**src/rtl/rom_raster_reader.sv**
```systemverilog
// rom_raster_reader: raster-order reader for a 1-cycle-latency image ROM, streaming tagged pixels through a 3-entry FIFO
//   clk, rst_n          clock, asynchronous active-low reset
//   start, busy, done   frame request pulse, frame in progress, end-of-frame pulse
//   rom_en, rom_addr    ROM read request; rom_data returns the cycle after rom_en
//   pix_valid/ready     output handshake; pix_data/x/y/sof/eol/eof are the FIFO head
module rom_raster_reader #(
   parameter int WIDTH   = 256,
   parameter int HEIGHT  = 256,
   parameter int PIXEL_W = 8,
   parameter int ADDR_W  = 16,
   parameter int X_W     = 8,
   parameter int Y_W     = 8
) (
   input  logic               clk,
   input  logic               rst_n,
   input  logic               start,
   output logic               busy,
   output logic               done,
   output logic               rom_en,
   output logic [ADDR_W-1:0]  rom_addr,
   input  logic [PIXEL_W-1:0] rom_data,
   output logic               pix_valid,
   input  logic               pix_ready,
   output logic [PIXEL_W-1:0] pix_data,
   output logic [X_W-1:0]     pix_x,
   output logic [Y_W-1:0]     pix_y,
   output logic               pix_sof,
   output logic               pix_eol,
   output logic               pix_eof
);
   localparam int E_W = PIXEL_W + X_W + Y_W + 3;
   typedef enum logic [1:0] {IDLE, READ, DRAIN} state_t;
   state_t state;
   logic [X_W-1:0] x, tx;
   logic [Y_W-1:0] y, ty;
   logic tsof, teol, teof, inflight, sof, eol, eof, push, pop;
   logic [1:0] count;
   logic [E_W-1:0] mem [3];
   assign sof = x == '0 && y == '0;
   assign eol = x == X_W'(WIDTH - 1);
   assign eof = eol && y == Y_W'(HEIGHT - 1);
   // issue only from registered occupancy so pix_ready never reaches rom_en
   assign rom_en = state == READ && (3'(count) + 3'(inflight)) < 3'd3;
   assign push = inflight;
   assign pop = pix_valid && pix_ready;
   assign pix_valid = count != 2'd0;
   assign {pix_data, pix_x, pix_y, pix_sof, pix_eol, pix_eof} = mem[0];
   assign busy = state != IDLE;
   assign done = state == DRAIN && count == 2'd0 && !inflight;
   always_ff @(posedge clk or negedge rst_n) begin
      if (!rst_n) begin
         state <= IDLE;
         rom_addr <= '0;
         x <= '0;
         y <= '0;
         inflight <= 1'b0;
         {tx, ty, tsof, teol, teof} <= '0;
         count <= 2'd0;
         for (int i = 0; i < 3; i++) mem[i] <= '0;
      end else begin
         inflight <= rom_en;
         if (rom_en) {tx, ty, tsof, teol, teof} <= {x, y, sof, eol, eof};
         if (state == IDLE && start) begin
            state <= READ;
            rom_addr <= '0;
            x <= '0;
            y <= '0;
         end else if (rom_en) begin
            if (eof) state <= DRAIN;
            else begin
               rom_addr <= rom_addr + 1'b1;
               x <= eol ? '0 : x + 1'b1;
               y <= eol ? y + 1'b1 : y;
            end
         end else if (done) state <= IDLE;
         count <= count + 2'(push) - 2'(pop);
         // head-at-0 shift FIFO; a push lands just behind the surviving entries
         if (pop) begin
            mem[0] <= mem[1];
            mem[1] <= mem[2];
         end
         if (push) mem[pop ? count - 2'd1 : count] <= {rom_data, tx, ty, tsof, teol, teof};
      end
   end
endmodule

```
**config.mk**
```make
export PLATFORM = sky130hd
export DESIGN_NAME = rom_raster_reader
export DESIGN_NICKNAME = d
export VERILOG_FILES = /design/src/rtl/rom_raster_reader.sv
export SDC_FILE = /design/constraint.sdc
export NUM_CORES = 1
export LEC_CHECK = 0
export BUFFER_PORTS_ARGS = -buffer_cell sky130_fd_sc_hd__buf_2
export CORE_MARGIN = 2
export CORE_UTILIZATION = 40
export DETAILED_ROUTE_END_ITERATION = 6
export PLACE_DENSITY_LB_ADDON = 0.05
export SLEW_MARGIN = 20
export SYNTH_ARGS = -nofsm -noshare
export SYNTH_HDL_FRONTEND = slang
export SYNTH_SLANG_ARGS = --single-unit
```
**constraint.sdc**
```tcl
create_clock -name clk -period 3.2 [get_ports clk]
set_input_delay 0.64 -clock clk [delete_from_list [all_inputs] [get_ports clk]]
set_output_delay 0.64 -clock clk [all_outputs]
set_load 0.005 [all_outputs]
```
==> out/metrics.cfg, run 1 <==
[outcome]
status = completed

[detailed_routing]
wl_um = 12800
vias_per_cell = 4.93
drtIter0Drc = 288
antenna_left = 0
num_vias = 4249
wire_per_inst_um = 14.9
drc = 0
first_pass_iters = 5

[yosys]
synth_area_leaders = dfrtp_1 53%, mux2i_1 9.3%, nand2_1 7.3%
async_reset_ff_frac = 1.00
ys_types = 40
synth_seq_cells = 137
syn_inst = 605
synth_top_area_share = 0.531
ys.flop_type = dfrtp_1
synth_top_family_by_area = simple AND/OR/NAND/NOR gates
synthMuxAreaShare = 0.140
synthAdderAreaFrac = 0.0194
synth_xor_area_frac = 0.0258
synth-edff-count = 0
synth-simple-area-share = 0.157
yosysWarnings = 0
synth_compound_area_frac = 0.0664
synth.most_common_cell = dfrtp_1
ys_seq_area_frac = 0.531
avgSynthCellArea_um2 = 10.7
netlist_area_mm2 = 0.00646
synth_top_area_cell = dfrtp_1
synthTopCellsByCount = 137 x dfrtp_1, 126 x nand2_1, 66 x o21ai_0, 60 x mux2i_1, 27 x mux2_2
synth_fp_nets = 627

[critical_path]
path_max_fanout = 46
rrSetupSlack_ns = 0.76
start_kind = flop
crit_type = flop to primary output
worstPathCellList = ha_1 -> ha_1 -> nor3b_4 -> nand2_4 -> inv_1 -> buf_2
slowest_stage = dfrtp_1
critPathRequiredTime_ns = 2.56
worstPathArrival_ns = 2.16
cpPeakStageDelay_ns = 0.43
crit_top_cell = ha_1
endpoint_kind = primary output

[cells_and_area]
drive_gt1_frac = 0.208
syn_to_final_growth_pct = 13.4
nets = 658
design_area_mm2 = 0.00732
fin_util = 0.463
diodes = 0

[timing]
fin_tns_setup_ns = 0
setup_viol = 0
fin_crit_sh = 0.875
tightest_slew_ns = 0.935
slew_viol_final = 0
fmax_mhz = 357
fin_crit_ns = 2.80
max_slew_margin = 0.377
rsz0062_at_grt = false
fin_skew_ns = 0.00905
final_hold_viol_count = 0

[clock_tree]
cts_tree = built
hold_buffers = 0
clk_pin_slew_ns = 0.05
h-tree-depth = 4
cts_buffer_depth = 2
clock_sinks = 137
cts_root_buf = clkbuf_16
insertion_delay_ns = 0.41
cts_resized = 0
cts_made_buffers = 17
postCtsSetupBuffers = 0

[pwr]
leakage_uw = 0.00342
pwr-share-comb = 0.281
total_power_uw = 6380
sequentialPowerShare = 0.431
p_per_area_mw_per_mm2 = 871
p_switching_uw = 2080
p_int_uw = 4300
vdd_drop_max_v = 0.000386
clkPwrFrac = 0.287
p_sw_frac = 0.326

[global_routing]
grt_pass1_wl_um = 21900
grt_max_degree = 67
grt-ovfl-total = 0
grt_pass1_vias = 4284
antenna_found_initial = 0
grt_use_total = 0.163

[placement]
dp_hpwl_um = 8070
finalWeightedCongestion = 0.771
dpl_cell_area_mm2 = 0.00678
io_buffers = 58

[job]
max-cap-violations = 0

[floorplan]
initial_core_util = 0.408
die_x_um = 131
core-area_mm2 = 0.0158
die-area_mm2 = 0.0172
num_rows = 46
die_y_um = 131
ios = 59

[hold_path]
hp-class = primary input to asynchronous set/reset pin

per-stage QoR:
step | setup WS, ns | std cells | hold slack, ns
final | 0.401 | 861 | 0.218
after detailed placement | 0.673 | 833 | 0.496
after global placement | 0.747 | 833 | 0.489
after global routing | 0.201 | 861 | 0.278
after floorplan | 0.649 | 605 | 0.344
after CTS | 0.360 | 861 | 0.254
placed cells by master (no fill, tap or decap), drive strengths merged, types with 13 or more instances in the layout:
cell type,netlist,layout
dfrtp,137,137
xnor2,19,19
clkbuf,14,26
inv,13,13
buf,40,66
o21ai,66,66
nand2,127,127
mux2i,60,60
mux2,27,27
nor2,26,26
logic make-up (layout without fill, tap and decap cells):
group | after synthesis | in the layout
flops | 137 | 137
mux | 87 | 87
buf+inv | 67 | 107
xor+xnor | 19 | 19
compound gates | 80 | 80
simple gates | 205 | 205
fa+ha+maj | 10 | 10
routing by layer:
metal  track usage  vias to the layer above  wire length, um
met5             0                        -                0
met4        0.0695                        0              281
met3        0.0321                       23              390
met2         0.253                       74             5670
met1         0.225                     2044             6490
li1              -                     2108                -
power groups by stage:
stage	Clock (uW)	Combinational [uW]	Sequential (uW)
after floorplan	0	1480	2660
final	1830	1800	2750
after global routing	1970	2040	2840
after global placement	0	1780	2770
after CTS	1880	1840	2760
after detailed placement	0	1840	2790
worst paths after layout:
kind	startpoint	to	cells after the start
worst max-delay path	inflight	rom_en	6
worst min-delay path	rst_n	mem[46]	1
worst max register to register	count[1]	flop	7
worst min register to register	flop	flop	1
max in group asynchronous	rst_n	asynchronous set/reset pin	2
min in group clk	rom_data[5]	mem[51]	3
worst max-delay path, delay by kind of cell, from the launching register on:
| family | cells | cell delay, ns |
|---|---|---|
| fa+ha+maj | 2 | 0.44 |
| buf+inv | 2 | 0.30 |
| flops | 1 | 0.43 |
| simple gates | 2 | 0.57 |
cell type report:
class	count	area (um2)
Fill cell	1503	8500
Timing Repair Buffer	66	369
Tap cell	216	270
Clock inverter	2	37.5
Clock buffer	26	509
Inverter	13	48.8
Multi-Input combinational cell	401	2660
Sequential cell	137	3430
(Power assumes the default switching activity.)
==> inputs of run 2 (changes only) <==
REMOVE_ABC_BUFFERS = 1   (was default)
==> out/metrics.cfg, run 2 (synthesis gave the netlist of run 1 again) <==
[timing]
rsz0062_at_grt = false
slew_viol_final = 0
max_slew_margin = 0.351
tightest_slew_ns = 0.973
fin_tns_setup_ns = 0
setup_viol = 0
fin_crit_sh = 0.880
final_hold_viol_count = 0
fmax_mhz = 355
fin_crit_ns = 2.82
fin_skew_ns = 0.0105

[placement]
dpl_cell_area_mm2 = 0.00677
io_buffers = 58
dp.cells = 834
dp_hpwl_um = 7740
finalWeightedCongestion = 0.768

[detailed_routing]
drtIter0Drc = 188
wl_um = 12500
vias_per_cell = 4.92
wire_per_inst_um = 14.4
num_vias = 4248
drc = 0
antenna_left = 0
first_pass_iters = 4

[critical_path]
crit_start = inflight
worstPathArrival_ns = 2.18
path_max_fanout = 46
crit_type = flop to primary output
critPathRequiredTime_ns = 2.56
start_kind = flop
rrSetupSlack_ns = 0.77
endpoint_kind = primary output
rr_startpoint = count[1]
endpoint = rom_en
r2r_cells = 7

[pwr]
total_power_uw = 6230
vdd_drop_max_v = 0.000464
p_per_area_mw_per_mm2 = 855
leakage_uw = 0.00341

[floorplan]
die_x_um = 131
ios = 59
initial_core_util = 0.408
num_rows = 46
core-area_mm2 = 0.0158
die-area_mm2 = 0.0172
die_y_um = 131

[clock_tree]
cts_buffer_depth = 2
cts_resized = 0
h-tree-depth = 4
cts_tree = built
cts_made_buffers = 17
cts_root_buf = clkbuf_16
clk_pin_slew_ns = 0.05
insertion_delay_ns = 0.42
hold_buffers = 0
postCtsSetupBuffers = 0
clock_sinks = 137

[cells_and_area]
layout_commonest_cell = dfrtp_1
design_area_mm2 = 0.00728
stdcell_count = 863
nets = 659
diodes = 0
fin_util = 0.460
drive_gt1_frac = 0.209
final_cell_mix = 137 x dfrtp_1, 126 x nand2_1, 66 x o21ai_0, 60 x mux2i_1, 57 x buf_2
syn_to_final_growth_pct = 12.6

[global_routing]
grt_max_degree = 89
grt_use_total = 0.160
grt_pass1_wl_um = 21300
antenna_found_initial = 0
grt_pass1_vias = 4239
grt-ovfl-total = 0

[job]
max-cap-violations = 0

[hold_path]
hp-class = primary input to asynchronous set/reset pin

[outcome]
status = completed

run 2: changes by cell type in the layout (fill, tap and decap cells not counted):
cell        previous run  this run
clkinv_2               0         4
clkbuf_8               5         3
buf_4                  7         9
buf_12                 1         0
bufinv_16              1         0
clkinvlp_4             1         0
clkbuf_1               4         5
run 2: final cells by class:
cell class,instances,area [um2]
repair buffers,67,364
well taps,216,270
multi-input cells,401,2660
inverters,13,48.8
clock inverters,4,20.0
clock buffers,25,485
fillers,1523,8550
flip-flops and latches,137,3430
run 2: layer usage:
metal,vias to the layer above,share of wire,GRT usage
met4,0,0.015,0.0588
li1,2107,-,-
met5,-,0,0
met1,2051,0.49,0.207
met2,72,0.47,0.260
met3,18,0.034,0.0414
run 2: worst min-delay path by stage:
stage | start | endpoint | cells after the start
after global routing | rst_n | pix_data[3] | 1
after floorplan | rst_n | asynchronous set/reset pin | 0
after detailed placement | flop | flop | 1
after global placement | flop | flop | 1
after CTS | rst_n | mem[50] | 1
final | rst_n | pix_data[3] | 1
run 2: through the flow:
stage	setup WS, ns	hold WS [ns]
4_1_cts	0.331	0.331
5_1_grt	0.222	0.356
2_1_floorplan	-3.55	0.344
3_3_place_gp	0.749	0.489
3_5_place_dp	0.720	0.497
6_report	0.384	0.272
run 2: worst max-delay path: stages, from the launching register on:
cell and delay, ns:
dfrtp_1 0.43, ha_1 0.22, ha_1 0.22, nor3b_4 0.23
nand2_4 0.33, inv_1 0.18, buf_2 0.13
run 2: power breakdown:
part           leakage [uW]  internal [uW]  switching, uW
Combinational       0.00134            802            976
Clock              0.000253           1030            669
Sequential          0.00182           2340            407
Total               0.00341           4170           2050
